<file path="config.mk">
export PLATFORM = sky130hd
export DESIGN_NAME = alsu_arbiter
export DESIGN_NICKNAME = d
export VERILOG_FILES = /design/src/rtl/alsu_arbiter.sv
export SDC_FILE = /design/constraint.sdc
export NUM_CORES = 1
export LEC_CHECK = 0
export ABC_CLOCK_PERIOD_IN_PS = 1840
export BUFFER_PORTS_ARGS = -buffer_cell sky130_fd_sc_hd__buf_2
export CAP_MARGIN = 20
export CORE_MARGIN = 2
export CORE_UTILIZATION = 45
export DETAILED_ROUTE_END_ITERATION = 8
export PLACE_DENSITY = 0.78
export SKIP_LAST_GASP = 1
export SLEW_MARGIN = 0
export SYNTH_ARGS = -nofsm -noshare
export SYNTH_HDL_FRONTEND = slang
export SYNTH_SLANG_ARGS = --single-unit
</file>
<file path="constraint.sdc">
create_clock -name clk -period 1.84 [get_ports clk]
set_clock_uncertainty 0.1 [all_clocks]
set_input_delay 0.092 -clock clk [delete_from_list [all_inputs] [get_ports clk]]
set_output_delay 0.092 -clock clk [all_outputs]
set_load 0.05 [all_outputs]
</file>
<file path="src/rtl/alsu_arbiter.sv">
// alsu_arbiter: shares one registered ALSU between two command requesters.
// Each transaction follows IDLE -> ISSUE -> WAIT -> RESP. The granted command is
// driven onto the ALSU pins for exactly the ISSUE cycle. The ALSU result is
// captured in WAIT and returned on a valid/ready response channel.
// Optional build macro ALSU_ARB_FIXED_PRIO_EN: when defined, requester 0 always
// wins a tie. When undefined (the default), ties are resolved round-robin.
module alsu_arbiter (
   input  logic        clk,
   input  logic        rst,
   input  logic [1:0]  req_valid,
   output logic [1:0]  req_ready,
   input  logic [15:0] req_cmd0,
   input  logic [15:0] req_cmd1,
   output logic [1:0]  resp_valid,
   input  logic [1:0]  resp_ready,
   output logic [5:0]  resp_data,
   output logic        resp_err,
   output logic        grant_id,
   output logic        busy,
   output logic [2:0]  alsu_A,
   output logic [2:0]  alsu_B,
   output logic [2:0]  alsu_opcode,
   output logic        alsu_cin,
   output logic        alsu_serial_in,
   output logic        alsu_red_op_A,
   output logic        alsu_red_op_B,
   output logic        alsu_bypass_A,
   output logic        alsu_bypass_B,
   output logic        alsu_direction,
   input  logic [5:0]  alsu_out
);

   // Field layout of a requester command; all-zero is the parking command.
   typedef struct packed {
      logic [2:0] opcode;
      logic [2:0] a;
      logic [2:0] b;
      logic       cin;
      logic       serial_in;
      logic       red_op_a;
      logic       red_op_b;
      logic       bypass_a;
      logic       bypass_b;
      logic       direction;
   } alsu_cmd_t;

   typedef enum logic [1:0] {IDLE, ISSUE, WAIT, RESP} state_t;

   state_t    state;
   alsu_cmd_t pins_q;
   alsu_cmd_t cmd_sel;
   logic      err_q;
   logic      gnt;
   logic      any_valid;
`ifndef ALSU_ARB_FIXED_PRIO_EN
   logic      last_grant;
`endif

   // Illegal only when neither operand is bypassed: reserved opcodes, or a
   // reduction request on an opcode that has no reduction form.
   function automatic logic illegal(input alsu_cmd_t c);
      if (c.bypass_a || c.bypass_b) return 1'b0;
      return (c.opcode[2:1] == 2'b11) ||
             ((c.red_op_a || c.red_op_b) && (c.opcode[2:1] != 2'b00));
   endfunction

   // Grant selection and combinational accept; only IDLE can accept.
   always_comb begin
      any_valid = |req_valid;
`ifdef ALSU_ARB_FIXED_PRIO_EN
      gnt = ~req_valid[0];
`else
      if (&req_valid) gnt = ~last_grant;
      else            gnt = req_valid[1];
`endif
      cmd_sel   = gnt ? alsu_cmd_t'(req_cmd1) : alsu_cmd_t'(req_cmd0);
      req_ready = 2'b00;
      if (state == IDLE && any_valid) req_ready[gnt] = 1'b1;
   end

   // Transaction FSM; every output except req_ready is registered here.
   always_ff @(posedge clk) begin
      if (!rst) begin
         state      <= IDLE;
`ifndef ALSU_ARB_FIXED_PRIO_EN
         last_grant <= 1'b1;
`endif
         pins_q     <= '0;
         err_q      <= 1'b0;
         grant_id   <= 1'b0;
         busy       <= 1'b0;
         resp_valid <= 2'b00;
         resp_data  <= '0;
         resp_err   <= 1'b0;
      end else begin
         case (state)
            IDLE: begin
               if (any_valid) begin
                  pins_q     <= cmd_sel;
                  err_q      <= illegal(cmd_sel);
                  grant_id   <= gnt;
`ifndef ALSU_ARB_FIXED_PRIO_EN
                  last_grant <= gnt;
`endif
                  busy       <= 1'b1;
                  state      <= ISSUE;
               end
            end
            ISSUE: begin
               // Park so the ALSU sees the command for this one cycle only.
               pins_q <= '0;
               state  <= WAIT;
            end
            WAIT: begin
               resp_data            <= alsu_out;
               resp_err             <= err_q;
               resp_valid[grant_id] <= 1'b1;
               state                <= RESP;
            end
            RESP: begin
               if (resp_ready[grant_id]) begin
                  resp_valid <= 2'b00;
                  busy       <= 1'b0;
                  state      <= IDLE;
               end
            end
            default: state <= IDLE;
         endcase
      end
   end

   assign alsu_opcode    = pins_q.opcode;
   assign alsu_A         = pins_q.a;
   assign alsu_B         = pins_q.b;
   assign alsu_cin       = pins_q.cin;
   assign alsu_serial_in = pins_q.serial_in;
   assign alsu_red_op_A  = pins_q.red_op_a;
   assign alsu_red_op_B  = pins_q.red_op_b;
   assign alsu_bypass_A  = pins_q.bypass_a;
   assign alsu_bypass_B  = pins_q.bypass_b;
   assign alsu_direction = pins_q.direction;

endmodule

</file>
==> run_results.csv <==
group,metric,value,unit
min_path,hold_path.startpoint,"req_valid[1]",
power_and_ir_drop,switching_share,44.8,%
job,cap_viol_max_count,0,
timing,period_share,94.3,%
clock_tree,cts.sinks,31,
clock_tree,h-tree-depth,2,
die,die_w,60.4,um
route,vias,1487,
min_path,hold-path-cell-count,3,
placed_design,dp_slack,0.161,ns
critical_path,crit_type,"reg2out",
yosys,ys_warn_count,0,
yosys,synth_ff_type,"dfxtp_1",
cells_and_area,nets,313,
route,wire_per_inst,13.1,um
critical_path,reg2reg_depth,4,
clock_tree,clockRootBuffer,"clkbuf_4",
yosys,synth_edf_count,0,
yosys,synthesis.area,1430,um2
power_and_ir_drop,power.density,1310,nW/um2
min_path,hold_path_class,"in2reg",
die,num_rows,20,
global_route,gr-total-overflow,0,
yosys,synthTopCellsByArea,"dfxtp_1 (43%), mux2i_1 (18%), nand2_1 (6.0%), ha_1 (4.4%), nor2b_1 (3.9%)",
die,core_area,3030,um2
cells_and_area,n_antenna_cell,0,
timing,fmax,576,MHz
yosys,netlist.area_leader.share,43.4,%
power_and_ir_drop,irDropWorstVdd,0.912,mV
yosys,syn_inst,150,
timing,rsz0062_at_grt,"true",
global_route,antenna_found_initial,0,
power_and_ir_drop,p_int,1.67,mW
yosys,syn_nets,199,
cells_and_area,synthToLayoutAreaGrowth,62.2,%
power_and_ir_drop,p_leak,1.09,nW
critical_path,r2r_setup_slack,0.13,ns
timing,finalWorstSetupSlack,0.104,ns
route,drc,0,
critical_path,cp.required,1.65,ns
yosys,syn_avg_cell_area,9.53,um2
timing,setup_viol,0,
yosys,yosys.area_share.simple,13.8,%
clock_tree,cts-buffers-inserted,5,
clock_tree,cts_setup_buffers,0,
cells_and_area,final_area,2320,um2
yosys,synth_seq_cells,31,
cells_and_area,drive_above_1_share,34.3,%
cells_and_area,final_common_cell,"buf_2",
yosys,yosys.area.top_type,"dfxtp_1",
cells_and_area,fin_cells,309,
die,die-area,3640,um2
critical_path,arrival,1.54,ns
placed_design,numPortBuffers,72,
cells_and_area,final_util,76.5,%
global_route,grt_pass1_wl,5930,um
timing,slew_headroom,64.8,%
yosys,ys_async_sr_fraction,0,%
placed_design,dp.cells,262,
yosys,yosys.area_share.xor_xnor,0,%
cells_and_area,mostFrequentLayoutCells,"buf_2 (71), dlygate4sd3_1 (39), dfxtp_1 (31)",
placed_design,place_area,1830,um2
yosys,synthAdderAreaFrac,4.38,%
route,routed_wl,4050,um
timing,hold_viol_final,0,
critical_path,rr_startpoint,"last_grant",
power_and_ir_drop,combPwrFrac,49.8,%
route,drt_iter0_drc,67,
placed_design,dp_hpwl,2430,um
die,start_util,47.2,%
route,firstDrtPassIters,4,
yosys,synth_compound_area_share,15.6,%
timing,drv_slew,0,
power_and_ir_drop,sequentialPowerShare,31.7,%
clock_tree,clk_latency,0.33,ns
yosys,synth_mux_area_share,17.5,%
route,ant_nets,0,
placed_design,gp_congestion,0.700,
critical_path,end_kind,"output pin",
route,vias_per_cell,4.81,
critical_path,cp-startpoint,"state[0]",
yosys,synth_top_family_by_area,"multiplexers",
clock_tree,cts_max_path_buffers,2,
timing,worst_pin_slew,0.527,ns
timing,hold_ws,0.0255,ns
global_route,grt_pass1_vias,1473,
outcome,status,"finished clean",
critical_path,critPathMaxFanout,6,
global_route,grt_max_degree,18,
die,die_y,60.4,um
clock_tree,path_clk_slew,0.10,ns
clock_tree,cts_tree,"done",
global_route,grt_usage,22.2,%
die,ioPinCount,73,
power_and_ir_drop,switching_power,1.36,mW
timing,min_period,1.74,ns
critical_path,critPathLaunchType,"flip-flop",
yosys,seq_area_frac_synth,43.4,%
yosys,synthDistinctLibCells,30,
power_and_ir_drop,power.share.clock,18.6,%
-- layout make-up --
type	count	area (um2)
timing repair buffer	113	793
multi-input combinational	107	739
fill	213	711
sequential	31	621
tap	44	55.1
clock buffer	6	51.3
clock inverter	2	35.0
inverter	6	22.5
-- per-stage QoR --
step           power (mW)  TNS, ns
3_3_place_gp         2.37        0
2_1_floorplan        2.05        0
4_1_cts              3.02        0
3_5_place_dp         2.39        0
6_report             3.04        0
5_1_grt              3.19  -0.0248
-- cell families after synthesis --
family                     after synthesis
and+or+nand+nor                         42
buffers and inverters                   12
DFF                                     31
AOI/OAI and AO/OA                       35
muxes                                   25
adders and majority gates                5
-- synth_stat cells, types with 2 or more instances --
master   instances
a21oi_1          4
ha_1             5
o21ai_2          2
nor2_1           6
o21ai_0          9
a31oi_1          2
o22ai_1          2
inv_1            6
dfxtp_1         31
mux2i_1         25
nor2b_1          9
o21ai_1          9
nand2_1         23
-- worst paths after layout --
check,to
worst min register to register,alsu_B[1]
worst max-delay path,req_ready[0]
worst max register to register,alsu_B[2]
worst min-delay path,last_grant
-- power groups by stage --
stage | Clock, mW | Combinational (mW) | Sequential [mW]
final | 0.563 | 1.51 | 0.961
after global routing | 0.608 | 1.61 | 0.981
after CTS | 0.573 | 1.49 | 0.958
after detailed placement | 0 | 1.42 | 0.971
after global placement | 0 | 1.40 | 0.964
after floorplan | 0 | 0.601 | 1.45
-- flip-flops by register name, indices dropped and copies added (netlist names), 2 cells and up --
signal / cells
alsu_B: 3
alsu_opcode: 3
resp_data: 6
alsu_A: 3
state: 2
resp_valid: 2
-- critical path, stage by stage, from the launching register on --
cell,delay [ns]
dfxtp_1,0.36
inv_1,0.11
ha_1,0.27
nand2_1,0.10
a21oi_1,0.13
clkbuf_4,0.25
-- metal layers --
metal | GRT usage, % | share of wire [%] | vias to the layer above | wire length, um
li1 | - | - | 745 | -
met1 | 20.9 | 40 | 681 | 1630
met2 | 44.1 | 52 | 56 | 2100
met3 | 8.10 | 6.9 | 5 | 280
met4 | 6.67 | 0.99 | 0 | 40
met5 | 0 | 0 | - | 0
-- timing repair --
| item | in CTS | in global routing |
|---|---|---|
| endpoints found under the setup margin | 0 | 5 |
| gates resized for setup | 0 | 2 |
| endpoints found under the hold margin | 23 | 0 |
| hold buffers | 39 | 0 |
Note: power is estimated with default switching activity, not from simulation.
